### src/rtl/fa_pkg.sv
// Shared constants and helpers for the ripple-carry full adder.
package fa_pkg;

  localparam int FA_WIDTH_DEFAULT = 1;
  localparam int FA_WIDTH_MAX     = 64;

  // Two's-complement overflow: operands agree in sign, result does not.
  function automatic logic fa_signed_ovf(input logic a_msb, input logic b_msb,
                                         input logic s_msb);
    return (a_msb == b_msb) && (s_msb != a_msb);
  endfunction

endpackage

### src/rtl/fa_cell.sv
// One-bit full adder cell; chained by the top level to form the ripple adder.
module fa_cell (
  input  logic a,
  input  logic b,
  input  logic ci,
  output logic co,
  output logic s
);

  logic w_p;

  assign w_p = a ^ b;
  assign s   = w_p ^ ci;
  assign co  = (a & b) | (ci & w_p);

endmodule

### src/rtl/full_adder_please_work.sv
// Registered WIDTH-bit ripple-carry adder with one-cycle latency.
// Optional registered signed-overflow output ovf when FA_OVF_EN is defined.
module full_adder_please_work
  import fa_pkg::*;
#(
  parameter int WIDTH = FA_WIDTH_DEFAULT
) (
  input  logic             clk,
  input  logic             rst,
  input  logic             in_valid,
  input  logic [WIDTH-1:0] A,
  input  logic [WIDTH-1:0] B,
  input  logic             C_in,
  output logic             C_out,
  output logic [WIDTH-1:0] S,
  output logic             out_valid
`ifdef FA_OVF_EN
  ,
  output logic             ovf
`endif
);

  if (WIDTH < 1 || WIDTH > FA_WIDTH_MAX) begin : g_bad_width
    $error("full_adder_please_work: WIDTH %0d outside 1..%0d", WIDTH, FA_WIDTH_MAX);
  end

  logic [WIDTH:0]   w_carry;
  logic [WIDTH-1:0] w_sum;

  logic             r_c_out;
  logic [WIDTH-1:0] r_s;
  logic             r_valid;

  assign w_carry[0] = C_in;

  for (genvar gi = 0; gi < WIDTH; gi++) begin : g_chain
    fa_cell u_cell (
      .a  (A[gi]),
      .b  (B[gi]),
      .ci (w_carry[gi]),
      .co (w_carry[gi+1]),
      .s  (w_sum[gi])
    );
  end

  // Result registers hold their value while no new operands arrive.
  always_ff @(posedge clk or posedge rst) begin
    if (rst) begin
      r_s     <= '0;
      r_c_out <= 1'b0;
      r_valid <= 1'b0;
    end else begin
      r_valid <= in_valid;
      if (in_valid) begin
        r_s     <= w_sum;
        r_c_out <= w_carry[WIDTH];
      end
    end
  end

  assign S         = r_s;
  assign C_out     = r_c_out;
  assign out_valid = r_valid;

`ifdef FA_OVF_EN
  logic r_ovf;

  always_ff @(posedge clk or posedge rst) begin
    if (rst) begin
      r_ovf <= 1'b0;
    end else if (in_valid) begin
      r_ovf <= fa_signed_ovf(A[WIDTH-1], B[WIDTH-1], w_sum[WIDTH-1]);
    end
  end

  assign ovf = r_ovf;
`endif

endmodule

### config.mk
export PLATFORM = sky130hd
export DESIGN_NAME = full_adder_please_work
export DESIGN_NICKNAME = d
export VERILOG_FILES = /design/src/rtl/fa_pkg.sv /design/src/rtl/fa_cell.sv /design/src/rtl/full_adder_please_work.sv
export SDC_FILE = /design/constraint.sdc
export NUM_CORES = 1
export LEC_CHECK = 0
export ABC_AREA = 0
export CAP_MARGIN = 20
export CORE_AREA = 2 2 39 41
export DETAILED_ROUTE_END_ITERATION = 7
export DIE_AREA = 0 0 41 43
export HOLD_SLACK_MARGIN = 0.08
export SLEW_MARGIN = 20
export SYNTH_ARGS = -nofsm -noshare
export SYNTH_HDL_FRONTEND = slang
export SYNTH_SLANG_ARGS = --single-unit
### constraint.sdc
create_clock -name clk -period 0.85 [get_ports clk]
set_input_delay 0.17 -clock clk [delete_from_list [all_inputs] [get_ports clk]]
set_output_delay 0.17 -clock clk [all_outputs]
set_load 0.02 [all_outputs]
* Word level (Yosys, flattened, before mapping)
Index checks and enable logic that the tools add are counted.
** Word-level totals
- Output and inout bits :: 3
- Logic and storage cells :: 8
- Bits of input ports :: 6
- Bits in registers :: 3
** Operators by class
- Bitwise operators :: 5
** Operators by type and width (number)
- 1-bit bitwise AND :: 2
- 1-bit XOR :: 2
- 1-bit OR :: 1

* Longest topological paths before layout
- Depth after elaboration :: 3
- Gate-level depth with buffers :: 2
- Mapped depth without buffers :: 2

* By module
A second synthesis with hierarchy kept.
** Second synthesis, totals
- Cells, all modules :: 7
- Area total of the unflattened synthesis :: 121.4 um2
** By module, submodules not included
- full_adder_please_work :: instances 1, area an instance 101.3 um2, cells an instance 6, seq. area each 75.1 um2
- fa_cell :: instances 1, area an instance 20.0 um2, cells an instance 1, seq. area each 0.0 um2

* Worst setup path after synthesis
No wires, ideal clock.
- Kind :: input to register
- Start :: input A
- End :: register r_s (netlist: S)
- Setup slack :: -146 ps
- Setup time :: 125 ps
- Data required time :: 725 ps
- Stages :: 2
- Data arrival time :: 871 ps
- Path buffers :: 0
- Path through :: fa_1 mux2_2
** On the way
- Cells in the longest elaborated chain, start to end :: 2
** Ends and longest elaborated chain
- from (decl) :: line full_adder_please_work.sv:11 : input logic [WIDTH-1:0] A,
- 1-bit XOR :: line fa_cell.sv:12 : assign w_p = a ^ b;
- 1-bit XOR :: line fa_cell.sv:13 : assign s = w_p ^ ci;
- to (signal assigned) :: line full_adder_please_work.sv:55 : r_s <= w_sum;
- to (decl) :: line full_adder_please_work.sv:31 : logic [WIDTH-1:0] r_s;
Every way passes these cells.
A chain may end at the register's enable or synchronous reset.

* Worst setup path in the final report
- Start :: register r_s (netlist: S)
- End :: output S
** RTL lines
- to (decl) :: line full_adder_please_work.sv:15 : output logic [WIDTH-1:0] S,
No word-level cell between the ends.

==> results.md <==
- Core Util, Final: 19.3%
- Syn Nets: 14
- Tmin final: 931 ps
- Async SR Flop Fraction: 100%
- CTS Buf Count: 3
- Leakage power: 0.128 nW
- # diodes: 0
- Worst path required time: 680 ps
- Reg2reg start: S$_DFFE_PP0P_
- P per Cell Area: 2140 nW/um2
- Iteration-0 DRC count of the detailed router: 1
- Switch Pwr: 0.143 mW
- Initial antenna violation count: 0
- Top delay family on crit path: flip-flops
- Worst Clk Skew: 0 ps
- Routed length per instance: 8.43 um
- Number of enable flip-flop cells after synthesis: 0
- DRC errors left: 0
- Synth unique cells: 4
- Chip Width: 41 um
- R2R cell count: 2
- Final Worst Setup Slack: -80.9 ps
- FF+latch count, synth: 3
- Post-synthesis sequential area ratio: 61.9%
- Fin crit share: 110%
- Worst path buffer plus inverter count: 1
- Worst-Margin Slew: 151 ps
- Ranking of synthesized cells by area: dfrtp_1, mux2_2, fa_1
- Critical R2R Capture: S$_DFFE_PP0P_
- Tot Pwr: 0.570 mW
- CP Capture Type: output port
- Total length of routed wires: 312 um
- Clk buf depth: 2
- CTS H-tree lvls: 1
- Min-Delay Path Class: primary input to async pin
- Slew Limit Fails: 0
- CTS tree: done
- Logic pwr share: 25.0%
- Root buffer cell: clkbuf_4
- Register share of total power: 30.8%
- Syn Area/Cell: 17.3 um2
- Critical path's largest stage delay: 390 ps
- Placed Cells: 32
- Fraction of layout cells with a size suffix above 1: 66.7%
- Port Buffers: 8
- Crit path cell chain: buf_6
- RSZ-0062 raised after global routing: yes
- Non-filler cells, final: 37
- Synth cell count leaders: dfrtp_1, mux2_2, fa_1, inv_1
- WS Path Type: flip-flop to output port
- Vias/cell: 2.86
- Antenna-violating nets left: 0
- Hold Fails Final Rpt: 0
- Clock sink total: 3
- Clock slew at reported path FFs: 40 ps
- Ys Warns: 0
- Violated checks: negative setup slack
- Area leader, netlist: dfrtp_1
- NumNets Final: 29
- Post-synth top flop: dfrtp_1
- Row cnt: 14
- IR drop worst, VDD: 0.507 mV
- Max Cap Viol: 0
- Post-Syn Area: 121 um2
- First-pass GRT wire length: 572 um
- Mapped Cells: 7
- Die ar.: 1760 um2
- CP Launch Type: flip-flop
- Initial core utilization: 8.77%
- Pre-CTS setup slack: -633 ps
- Vias in the first global route: 138
- Routability congestion estimate: 0.584
- Area growth from synthesis to layout: 120%
- Endpoints failing setup: 5
- Vias post-DR: 106
- CTS Hold Buffers Added: 0
- # IOs: 9
- Largest net degree at the start of global routing: 4
- Sw Ratio: 25.0%
- Worst Path Max Fanout: 2
- Slack of the worst reg-to-reg path: -50 ps
- Synth top area share: 61.9%
- Internal: 0.427 mW
- Crit path from: S$_DFFE_PP0P_
- GRT Total Usage: 6.05%
- Slowest-stage cell, CP: dfrtp_1
- Slew HR: 89.9%
- WP data arrival: 760 ps
- Fillers: 147
- GRT Residual Overflow: 0
- Top-count cell post-synth: dfrtp_1
- Clk Latency, worst-skew pair: 230 ps
- Die height: 43 um
- Clock share of power: 44.3%
- Iteration count of the initial detailed-routing pass: 2
- Fmax achieved: 1070 MHz
- Status: finished, violations left
- Core ar.: 1380 um2
per-stage QoR:
stage | TNS [ps] | cell area, um2 | hold slack, ps
6_report | -311 | 267 | 113
5_1_grt | -454 | 267 | 133
4_1_cts | -344 | 267 | 116
3_5_place_dp | -1930 | 235 | 364
3_3_place_gp | -1850 | 235 | 343
2_1_floorplan | -167 | 128 | -76.4
layout make-up:
cell class	count	area, um2	area share, %
repair buffers	10	88.8	33.3
flip-flops and latches	3	75.1	28.2
multi-input cells	3	52.6	19.7
clock buffers	4	26.3	9.86
well taps	16	20.0	7.51
inverters	1	3.75	1.41
cells in the final DEF (no fill, tap or decap):
cell type / instances
dfrtp_1: 3
clkbuf_4: 3
buf_6: 3
mux2_4: 2
buf_2: 2
buf_4: 2
inv_1: 1
fa_2: 1
clkbuf_1: 1
clkdlybuf4s15_2: 1
dlygate4sd2_1: 1
clkdlybuf4s50_1: 1
repair_timing:
item | CTS | global route
gates resized for setup | 31 | 0
pin swaps | 1 | 0
setup endpoints to repair | 5 | 5
gates cloned | 0 | 0
buffers inserted | 1 | 0
flip-flops by register name, indices dropped and copies added (netlist names):
signal and flops:
out_valid 1, S 1, C_out 1
kinds of logic (layout without fill, tap and decap cells):
family                     after synthesis  in the layout  share of synthesized area, %
buffers and inverters                    1             15                          3.09
DFF                                      3              3                          61.9
adders and majority gates                1              1                          16.5
muxes                                    2              2                          18.6
worst max-delay path by stage:
stage | end | cells past startpoint | slack (ps)
after floorplan | S$_DFFE_PP0P_ | 2 | -130
after global placement | S$_DFFE_PP0P_ | 3 | -620
after detailed placement | S$_DFFE_PP0P_ | 3 | -630
after CTS | S | 1 | -90
after global routing | S | 1 | -110
final | S | 1 | -80
power groups by stage:
stage                     clock network, mW  registers (mW)  logic (mW)
after floorplan                           0           0.194      0.0254
after global placement                    0           0.171       0.124
after detailed placement                  0           0.174       0.126
after CTS                             0.266           0.176       0.144
after global routing                  0.289           0.178       0.156
final                                 0.252           0.175       0.142
routing by layer:
metal	vias to the layer above	global-route usage (%)	routed length, um
met1	48	6.84	129
met2	9	5.63	131
li1	49	-	-
met5	-	0	0
met4	0	10.0	0
met3	0	3.14	51
Note: power is estimated with default switching activity, not from simulation.
